`src/rtl/text_pkg.sv`:
```
// Shared constants, FSM encoding and write payload for the character text buffer.
// The pixel encoder uses the same ROWS/COLS so both sides agree on the grid.
package text_pkg;

    localparam int unsigned ROWS  = 7;
    localparam int unsigned COLS  = 20;
    localparam int unsigned ROW_W = 4;
    localparam int unsigned COL_W = 6;

    localparam logic [ROW_W-1:0] ROW_LAST = ROW_W'(ROWS - 1);
    localparam logic [COL_W-1:0] COL_LAST = COL_W'(COLS - 1);

    localparam logic [7:0] CHAR_BLANK = 8'h20;
    localparam logic [7:0] CHAR_BS    = 8'h08;
    localparam logic [7:0] CHAR_CR    = 8'h0D;
    localparam logic [7:0] CHAR_LF    = 8'h0A;
    localparam logic [7:0] PRINT_MIN  = 8'h20;
    localparam logic [7:0] PRINT_MAX  = 8'h7E;

    typedef enum logic [1:0] {
        ST_CLEAR_ALL = 2'd0,
        ST_IDLE      = 2'd1,
        ST_CLEAR_ROW = 2'd2
    } state_t;

    typedef struct packed {
        logic [ROW_W-1:0] row;
        logic [COL_W-1:0] col;
        logic [7:0]       data;
    } wr_cell_t;

    function automatic logic is_print(input logic [7:0] c);
        return (c >= PRINT_MIN) && (c <= PRINT_MAX);
    endfunction

endpackage

```
`src/rtl/text_buffer_writer_if.sv`:
```
// Byte-stream input, char RAM write port and cursor/status of the text buffer writer.
interface text_buffer_writer_if;
    import text_pkg::*;

    logic [7:0]       char_in;
    logic             char_valid;
    logic             char_ready;
    logic             clear_req;
    logic             we;
    logic [ROW_W-1:0] wr_row;
    logic [COL_W-1:0] wr_col;
    logic [7:0]       wr_data;
    logic [ROW_W-1:0] cur_row;
    logic [COL_W-1:0] cur_col;
    logic             busy;

    modport master (
        output char_in, char_valid, clear_req,
        input  char_ready, we, wr_row, wr_col, wr_data, cur_row, cur_col, busy
    );

    modport slave (
        input  char_in, char_valid, clear_req,
        output char_ready, we, wr_row, wr_col, wr_data, cur_row, cur_col, busy
    );

endinterface

```
`src/rtl/cell_sweeper.sv`:
```
// Row-major cell counter for blanking sweeps: whole screen from (0,0), or one row.
// o_done_c flags the last cell of the current sweep.
module cell_sweeper
    import text_pkg::*;
(
    input  logic             clk,
    input  logic             reset,
    input  logic             i_start,
    input  logic             i_single_row,
    input  logic [ROW_W-1:0] i_row_sel,
    input  logic             i_step,
    output logic [ROW_W-1:0] o_row,
    output logic [COL_W-1:0] o_col,
    output logic             o_done_c
);

    logic [ROW_W-1:0] r_row;
    logic [COL_W-1:0] r_col;
    logic             r_single;

    // Holds at the last cell so the position never leaves the grid.
    always_ff @(posedge clk) begin
        if (reset) begin
            r_row    <= '0;
            r_col    <= '0;
            r_single <= 1'b0;
        end else if (i_start) begin
            r_row    <= i_row_sel;
            r_col    <= '0;
            r_single <= i_single_row;
        end else if (i_step && !o_done_c) begin
            if (r_col == COL_LAST) begin
                r_col <= '0;
                r_row <= r_row + ROW_W'(1);
            end else begin
                r_col <= r_col + COL_W'(1);
            end
        end
    end

    assign o_done_c = (r_col == COL_LAST) && (r_single || (r_row == ROW_LAST));
    assign o_row    = r_row;
    assign o_col    = r_col;

endmodule

```
`src/rtl/text_buffer_writer.sv`:
```
// Writer side of the char text buffer: consumes a byte stream, tracks the cursor and
// issues one-cell writes, blanking the screen after reset/clear and each new row.
module text_buffer_writer
    import text_pkg::*;
(
    input  logic                 clk,
    input  logic                 reset,
    text_buffer_writer_if.slave  io_bus
);

    state_t           r_state, w_state_next;
    logic [ROW_W-1:0] r_cur_row, w_cur_row_next;
    logic [COL_W-1:0] r_cur_col, w_cur_col_next;
    wr_cell_t         r_wr, w_wr_next;
    logic             r_we, w_we_next;
    logic             r_ready, w_ready_next;
    logic             r_busy, w_busy_next;

    logic             w_accept;
    logic             w_newline;
    logic [ROW_W-1:0] w_row_inc;
    logic [COL_W-1:0] w_col_dec;
    logic             w_sw_start, w_sw_single, w_sw_step, w_sw_done;
    logic [ROW_W-1:0] w_sw_row_sel, w_sw_row;
    logic [COL_W-1:0] w_sw_col;

    cell_sweeper u_sweeper (
        .clk          (clk),
        .reset        (reset),
        .i_start      (w_sw_start),
        .i_single_row (w_sw_single),
        .i_row_sel    (w_sw_row_sel),
        .i_step       (w_sw_step),
        .o_row        (w_sw_row),
        .o_col        (w_sw_col),
        .o_done_c     (w_sw_done)
    );

    // A clear request wins over a same-cycle byte handshake.
    assign w_accept  = io_bus.char_valid & r_ready & ~io_bus.clear_req;
    assign w_row_inc = (r_cur_row == ROW_LAST) ? '0 : r_cur_row + ROW_W'(1);
    assign w_col_dec = r_cur_col - COL_W'(1);

    always_ff @(posedge clk) begin
        if (reset) begin
            r_state   <= ST_CLEAR_ALL;
            r_cur_row <= '0;
            r_cur_col <= '0;
            r_wr      <= {ROW_W'(0), COL_W'(0), CHAR_BLANK};
            r_we      <= 1'b0;
            r_ready   <= 1'b0;
            r_busy    <= 1'b1;
        end else begin
            r_state   <= w_state_next;
            r_cur_row <= w_cur_row_next;
            r_cur_col <= w_cur_col_next;
            r_wr      <= w_wr_next;
            r_we      <= w_we_next;
            r_ready   <= w_ready_next;
            r_busy    <= w_busy_next;
        end
    end

    always_comb begin
        w_state_next   = r_state;
        w_cur_row_next = r_cur_row;
        w_cur_col_next = r_cur_col;
        w_wr_next      = r_wr;
        w_we_next      = 1'b0;
        w_newline      = 1'b0;
        w_sw_start     = 1'b0;
        w_sw_single    = 1'b0;
        w_sw_row_sel   = '0;
        w_sw_step      = 1'b0;

        if (io_bus.clear_req) begin
            w_state_next   = ST_CLEAR_ALL;
            w_cur_row_next = '0;
            w_cur_col_next = '0;
            w_sw_start     = 1'b1;
        end else begin
            case (r_state)
                ST_CLEAR_ALL, ST_CLEAR_ROW: begin
                    w_we_next = 1'b1;
                    w_wr_next = {w_sw_row, w_sw_col, CHAR_BLANK};
                    w_sw_step = 1'b1;
                    if (w_sw_done) w_state_next = ST_IDLE;
                end
                ST_IDLE: begin
                    if (w_accept) begin
                        if (is_print(io_bus.char_in)) begin
                            w_we_next = 1'b1;
                            w_wr_next = {r_cur_row, r_cur_col, io_bus.char_in};
                            if (r_cur_col == COL_LAST) w_newline = 1'b1;
                            else w_cur_col_next = r_cur_col + COL_W'(1);
                        end else if (io_bus.char_in == CHAR_BS) begin
                            if (r_cur_col != '0) begin
                                w_cur_col_next = w_col_dec;
                                w_we_next      = 1'b1;
                                w_wr_next      = {r_cur_row, w_col_dec, CHAR_BLANK};
                            end else if (r_cur_row != '0) begin
                                w_cur_row_next = r_cur_row - ROW_W'(1);
                                w_cur_col_next = COL_LAST;
                                w_we_next      = 1'b1;
                                w_wr_next      = {r_cur_row - ROW_W'(1), COL_LAST, CHAR_BLANK};
                            end
                        end else if ((io_bus.char_in == CHAR_CR) || (io_bus.char_in == CHAR_LF)) begin
                            w_newline = 1'b1;
                        end
                    end
                end
                default: w_state_next = ST_CLEAR_ALL;
            endcase

            // New row (wrap or CR/LF): cursor to column 0, then blank that row.
            if (w_newline) begin
                w_state_next   = ST_CLEAR_ROW;
                w_cur_row_next = w_row_inc;
                w_cur_col_next = '0;
                w_sw_start     = 1'b1;
                w_sw_single    = 1'b1;
                w_sw_row_sel   = w_row_inc;
            end
        end

        // Ready only after a full IDLE cycle; busy covers the last sweep write.
        w_ready_next = (r_state == ST_IDLE) && (w_state_next == ST_IDLE);
        w_busy_next  = (r_state != ST_IDLE) || (w_state_next != ST_IDLE);
    end

    assign io_bus.char_ready = r_ready & ~io_bus.clear_req;
    assign io_bus.we         = r_we;
    assign io_bus.wr_row     = r_wr.row;
    assign io_bus.wr_col     = r_wr.col;
    assign io_bus.wr_data    = r_wr.data;
    assign io_bus.cur_row    = r_cur_row;
    assign io_bus.cur_col    = r_cur_col;
    assign io_bus.busy       = r_busy;

endmodule

```
`src/flat_wrapper.sv`:
```
// flat-port wrapper written by rule: the top's interface ports become plain ports
module text_buffer_writer_flat import text_pkg::*;
  (clk, reset, io_bus_char_in, io_bus_char_valid, io_bus_clear_req, io_bus_char_ready, io_bus_we, io_bus_wr_row, io_bus_wr_col, io_bus_wr_data, io_bus_cur_row, io_bus_cur_col, io_bus_busy);
  text_buffer_writer_if io_bus_i ();
  input  logic clk;
  input  logic reset;
  input wire logic [$bits(io_bus_i.char_in)-1:0] io_bus_char_in;
  input wire logic [$bits(io_bus_i.char_valid)-1:0] io_bus_char_valid;
  input wire logic [$bits(io_bus_i.clear_req)-1:0] io_bus_clear_req;
  output wire logic [$bits(io_bus_i.char_ready)-1:0] io_bus_char_ready;
  output wire logic [$bits(io_bus_i.we)-1:0] io_bus_we;
  output wire logic [$bits(io_bus_i.wr_row)-1:0] io_bus_wr_row;
  output wire logic [$bits(io_bus_i.wr_col)-1:0] io_bus_wr_col;
  output wire logic [$bits(io_bus_i.wr_data)-1:0] io_bus_wr_data;
  output wire logic [$bits(io_bus_i.cur_row)-1:0] io_bus_cur_row;
  output wire logic [$bits(io_bus_i.cur_col)-1:0] io_bus_cur_col;
  output wire logic [$bits(io_bus_i.busy)-1:0] io_bus_busy;
  assign io_bus_i.char_in = io_bus_char_in;
  assign io_bus_i.char_valid = io_bus_char_valid;
  assign io_bus_i.clear_req = io_bus_clear_req;
  assign io_bus_char_ready = io_bus_i.char_ready;
  assign io_bus_we = io_bus_i.we;
  assign io_bus_wr_row = io_bus_i.wr_row;
  assign io_bus_wr_col = io_bus_i.wr_col;
  assign io_bus_wr_data = io_bus_i.wr_data;
  assign io_bus_cur_row = io_bus_i.cur_row;
  assign io_bus_cur_col = io_bus_i.cur_col;
  assign io_bus_busy = io_bus_i.busy;
  text_buffer_writer u_core (.clk(clk), .reset(reset), .io_bus(io_bus_i));
endmodule
```
`config.mk`:
```
export PLATFORM = sky130hd
export DESIGN_NAME = text_buffer_writer_flat
export DESIGN_NICKNAME = d
export VERILOG_FILES = /design/src/rtl/text_pkg.sv /design/src/rtl/text_buffer_writer_if.sv /design/src/rtl/cell_sweeper.sv /design/src/rtl/text_buffer_writer.sv /design/src/flat_wrapper.sv
export SDC_FILE = /design/constraint.sdc
export NUM_CORES = 1
export LEC_CHECK = 0
export CORE_MARGIN = 5
export CORE_UTILIZATION = 30
export CTS_BUF_LIST = sky130_fd_sc_hd__clkbuf_4
export DETAILED_ROUTE_END_ITERATION = 8
export GPL_TIMING_DRIVEN = 0
export PLACE_DENSITY = 0.5
export SYNTH_ARGS = -nofsm -noshare
export SYNTH_HDL_FRONTEND = slang
export SYNTH_SLANG_ARGS = --single-unit
```
`constraint.sdc`:
```
create_clock -name clk -period 4 [get_ports clk]
set_input_delay 1.2 -clock clk [delete_from_list [all_inputs] [get_ports clk]]
set_output_delay 1.2 -clock clk [all_outputs]
set_load 0.01 [all_outputs]
```
==> flow_summary.ini <==
[clock_network]
clock_latency_ns = 0.36
root_buffer = clkbuf_4
cts_buffers = 5
cts_resized = 0
clk_path_buf_depth = 2
cts_tree = done
clkTransAtPathRegs_ns = 0.13
cts_max_level = 2
hold_buffers = 0
clkSinkCount = 44
post_cts_buffers = 0

[floorplan]
top_level_ports = 43
rows = 35
die_area_um2 = 11500
die_h_um = 107
core_region_area_um2 = 9240
start_util_pct = 30.8
dieWidth_um = 107

[logic_synthesis]
synthFlopType = dfxtp_1
yosysWarningCount = 0
synth-edff-count = 0
synth_nets = 366
syn_inst = 343
synthesis.area_um2 = 2840
yosysSeqAreaShare_pct = 31.0
ys_seq_elements = 44
avgSynthCellArea_um2 = 8.29
ys_types = 73
synthArstFlopShare_pct = 0

[setup_path]
cpMostUsedCell = clkdlybuf4s50_1
end_kind = primary output
critical_path.max_stage_delay_ns = 0.58
crit_path_start_kind = input pin
path_cells = clkdlybuf4s50_1 > nor2b_1 > clkdlybuf4s50_1
crit_type = in2out
cp_max_fo = 9
crit_arrival_ns = 2.59
crit_buf_inv = 2
cp_top_family = buffers and inverters
cp_slowest_cell = clkdlybuf4s50_1
required_ns = 2.80

[finish]
final_nets = 414
fin_area_um2 = 3490
antenna_cells = 0
multi_input_area_um2 = 1790
drive_above_1_share_pct = 11.2
fillers = 946
syn_to_final_growth_pct = 22.9
final_cells = 521
seq_area_um2 = 881

[power]
swShare_pct = 26.0
switching_power_uw = 213
irDropWorstVdd_uv = 161
p_clk_share_pct = 36.3
power_density_nw_per_um2 = 235
combPwrFrac_pct = 9.7
p_int_uw = 609
seq_power_share_pct = 53.9
p_leak_nw = 1.20

[timing]
tightestPinTransition_ns = 0.752
fmax_ghz = 0.264
hold_viol_final = 0
slew_violations = 0
slew_headroom_pct = 49.7
min_period_ns = 3.79
skew_ns = 0.0159
fin_tns_setup_ns = 0
rsz0062_at_grt = false
fin_crit_sh_pct = 94.9
setup_violations = 0

[grt]
grt_pass1_vias = 2731
grt_overflow_total = 0
grt_pass1_wl_mm = 15.0
grt_start_max_net_pins = 14
track_usage_pct = 16.5
antenna_found_initial = 0

[route]
firstDrtPassIters = 5
viasPerCell = 5.33
drc_errors = 0
wl_per_cell_um = 18.0
drt_iter0_drc = 160
postRouteAntennaNets = 0
wl_mm = 9.38
num_vias = 2777

[min_path]
min_path_type = reg2reg

[place]
placed_cells = 513
place.gp.congestion = 0.869
dp_hpwl_mm = 6.96
dpl_cell_area_um2 = 3410
io_buffers = 41

[flow_run]
maxCapViolations = 0

[run_status]
status = complete, no violations
## Yosys cell counts, types with 6 or more instances
master	n	share of area, %
a211oi_1	6	1.6
a21oi_1	16	2.8
a31oi_1	6	1.3
buf_2	11	1.9
clkbuf_1	9	1.2
dfxtp_1	44	31
ha_1	11	4.8
inv_1	12	1.6
nand2_1	20	2.6
nand3_1	18	3.2
nand4_1	7	1.5
nor2_1	32	4.2
nor3_1	11	1.9
o2111ai_1	9	2.8
o21ai_0	17	3.0
o31ai_1	6	1.6
## registers in the layout, indices dropped and copies added, names as in the netlist
| signal | cells |
|---|---|
| u_core.io_bus.wr_data | 8 |
| u_core.u_sweeper.o_col | 6 |
| u_core.io_bus.wr_row | 4 |
| u_core.io_bus.we | 1 |
| u_core.r_state | 2 |
| u_core.io_bus.cur_col | 6 |
| u_core.r_ready | 1 |
| u_core.io_bus.cur_row | 4 |
| u_core.u_sweeper.o_row | 4 |
| u_core.u_sweeper.r_single | 1 |
| u_core.io_bus.wr_col | 6 |
| u_core.io_bus.busy | 1 |
## worst register-to-register path, delay by kind of cell, from the launching register on
| kind | cells | cell delay [ns] |
|---|---|---|
| buffers and inverters | 2 | 0.56 |
| and+or+nand+nor | 3 | 0.72 |
| DFF | 1 | 0.51 |
| AOI/OAI and AO/OA | 2 | 0.36 |
| adders and majority gates | 1 | 0.25 |
## stage by stage
| stage | hold slack [ns] | setup WS (ns) | power [mW] | util (%) |
|---|---|---|---|---|
| after detailed placement | 0.476 | 0.196 | 0.533 | 37.0 |
| after global placement | 0.472 | 0.211 | 0.533 | 37.0 |
| after floorplan | 0.464 | 1.39 | 0.495 | - |
| final | 0.490 | 0.206 | 0.822 | 37.8 |
| after CTS | 0.494 | 0.197 | 0.836 | 37.8 |
| after global routing | 0.501 | 0.0532 | 0.855 | 37.8 |
## cells by family after synthesis
group	after synthesis	share of synthesized area (%)
adder cells (fa/ha/maj)	11	4.84
AO/OA/AOI/OAI	98	25.2
multiplexers	5	1.80
AND/OR/NAND/NOR	141	29.0
XOR/XNOR	7	2.16
buffers and inverters	37	6.03
flip-flops	44	31.0
## routing by layer
| metal | global-route usage, % | wire [um] |
|---|---|---|
| met1 | 23.5 | 4430 |
| met4 | 3.43 | 35 |
| met2 | 26.0 | 4310 |
| met5 | 0 | 0 |
| met3 | 3.00 | 602 |
## area by class of cell
type,instances,share of cell area [%]
buffer,25,3.62
clock buffer,6,1.29
clock inverter,2,1.00
inverter,12,1.29
multi-input combinational,262,51.2
sequential,44,25.2
tap,129,4.62
timing repair buffer,41,11.7
## cells in the final DEF, fill, tap and decap left out, types with 3 or more instances in the layout
master and n:
dfxtp_1 44, clkdlybuf4s50_1 41, nor2_1 32, nand2_1 20, nand3_1 18, o21ai_0 17
a21oi_1 16, inv_1 12, buf_2 11, nor3_1 11, ha_1 11, clkbuf_1 9
o2111ai_1 9, nand4_1 7, o31ai_1 6, a31oi_1 6, a211oi_1 6, clkbuf_4 6
or3_1 5, xor2_1 5, and3_1 5, o211ai_1 5, or2_2 4, mux2i_1 4
nor2b_1 3, nand3b_1 3, nand2b_1 3, o21a_1 3, or3b_1 3, o31a_1 3
or3b_2 3
## power by group through the flow
stage,Combinational [mW],Sequential [mW],Clock [mW]
4_1_cts,0.0800,0.444,0.312
3_3_place_gp,0.0794,0.453,0
2_1_floorplan,0.0406,0.454,0
5_1_grt,0.0867,0.444,0.324
3_5_place_dp,0.0795,0.453,0
6_report,0.0799,0.444,0.299
## path summary, 6_finish.rpt
path / startpoint / endpoint / slack [ns] / depth (start not counted)
setup / recovery: io_bus_clear_req / io_bus_char_ready / 0.21 / 3
hold / removal: u_core.io_bus.wr_data[7]$_SDFFE_PP0P_ / u_core.io_bus.wr_data[7]$_SDFFE_PP0P_ / 0.49 / 1
setup reg to reg: u_core.io_bus.cur_row[0]$_SDFFE_PP0P_ / u_core.io_bus.wr_data[4]$_SDFFE_PP0P_ / 1.54 / 8
hold reg to reg: u_core.io_bus.wr_data[7]$_SDFFE_PP0P_ / u_core.io_bus.wr_data[7]$_SDFFE_PP0P_ / 0.49 / 1
No activity file was read; power rests on OpenSTA's default activity.
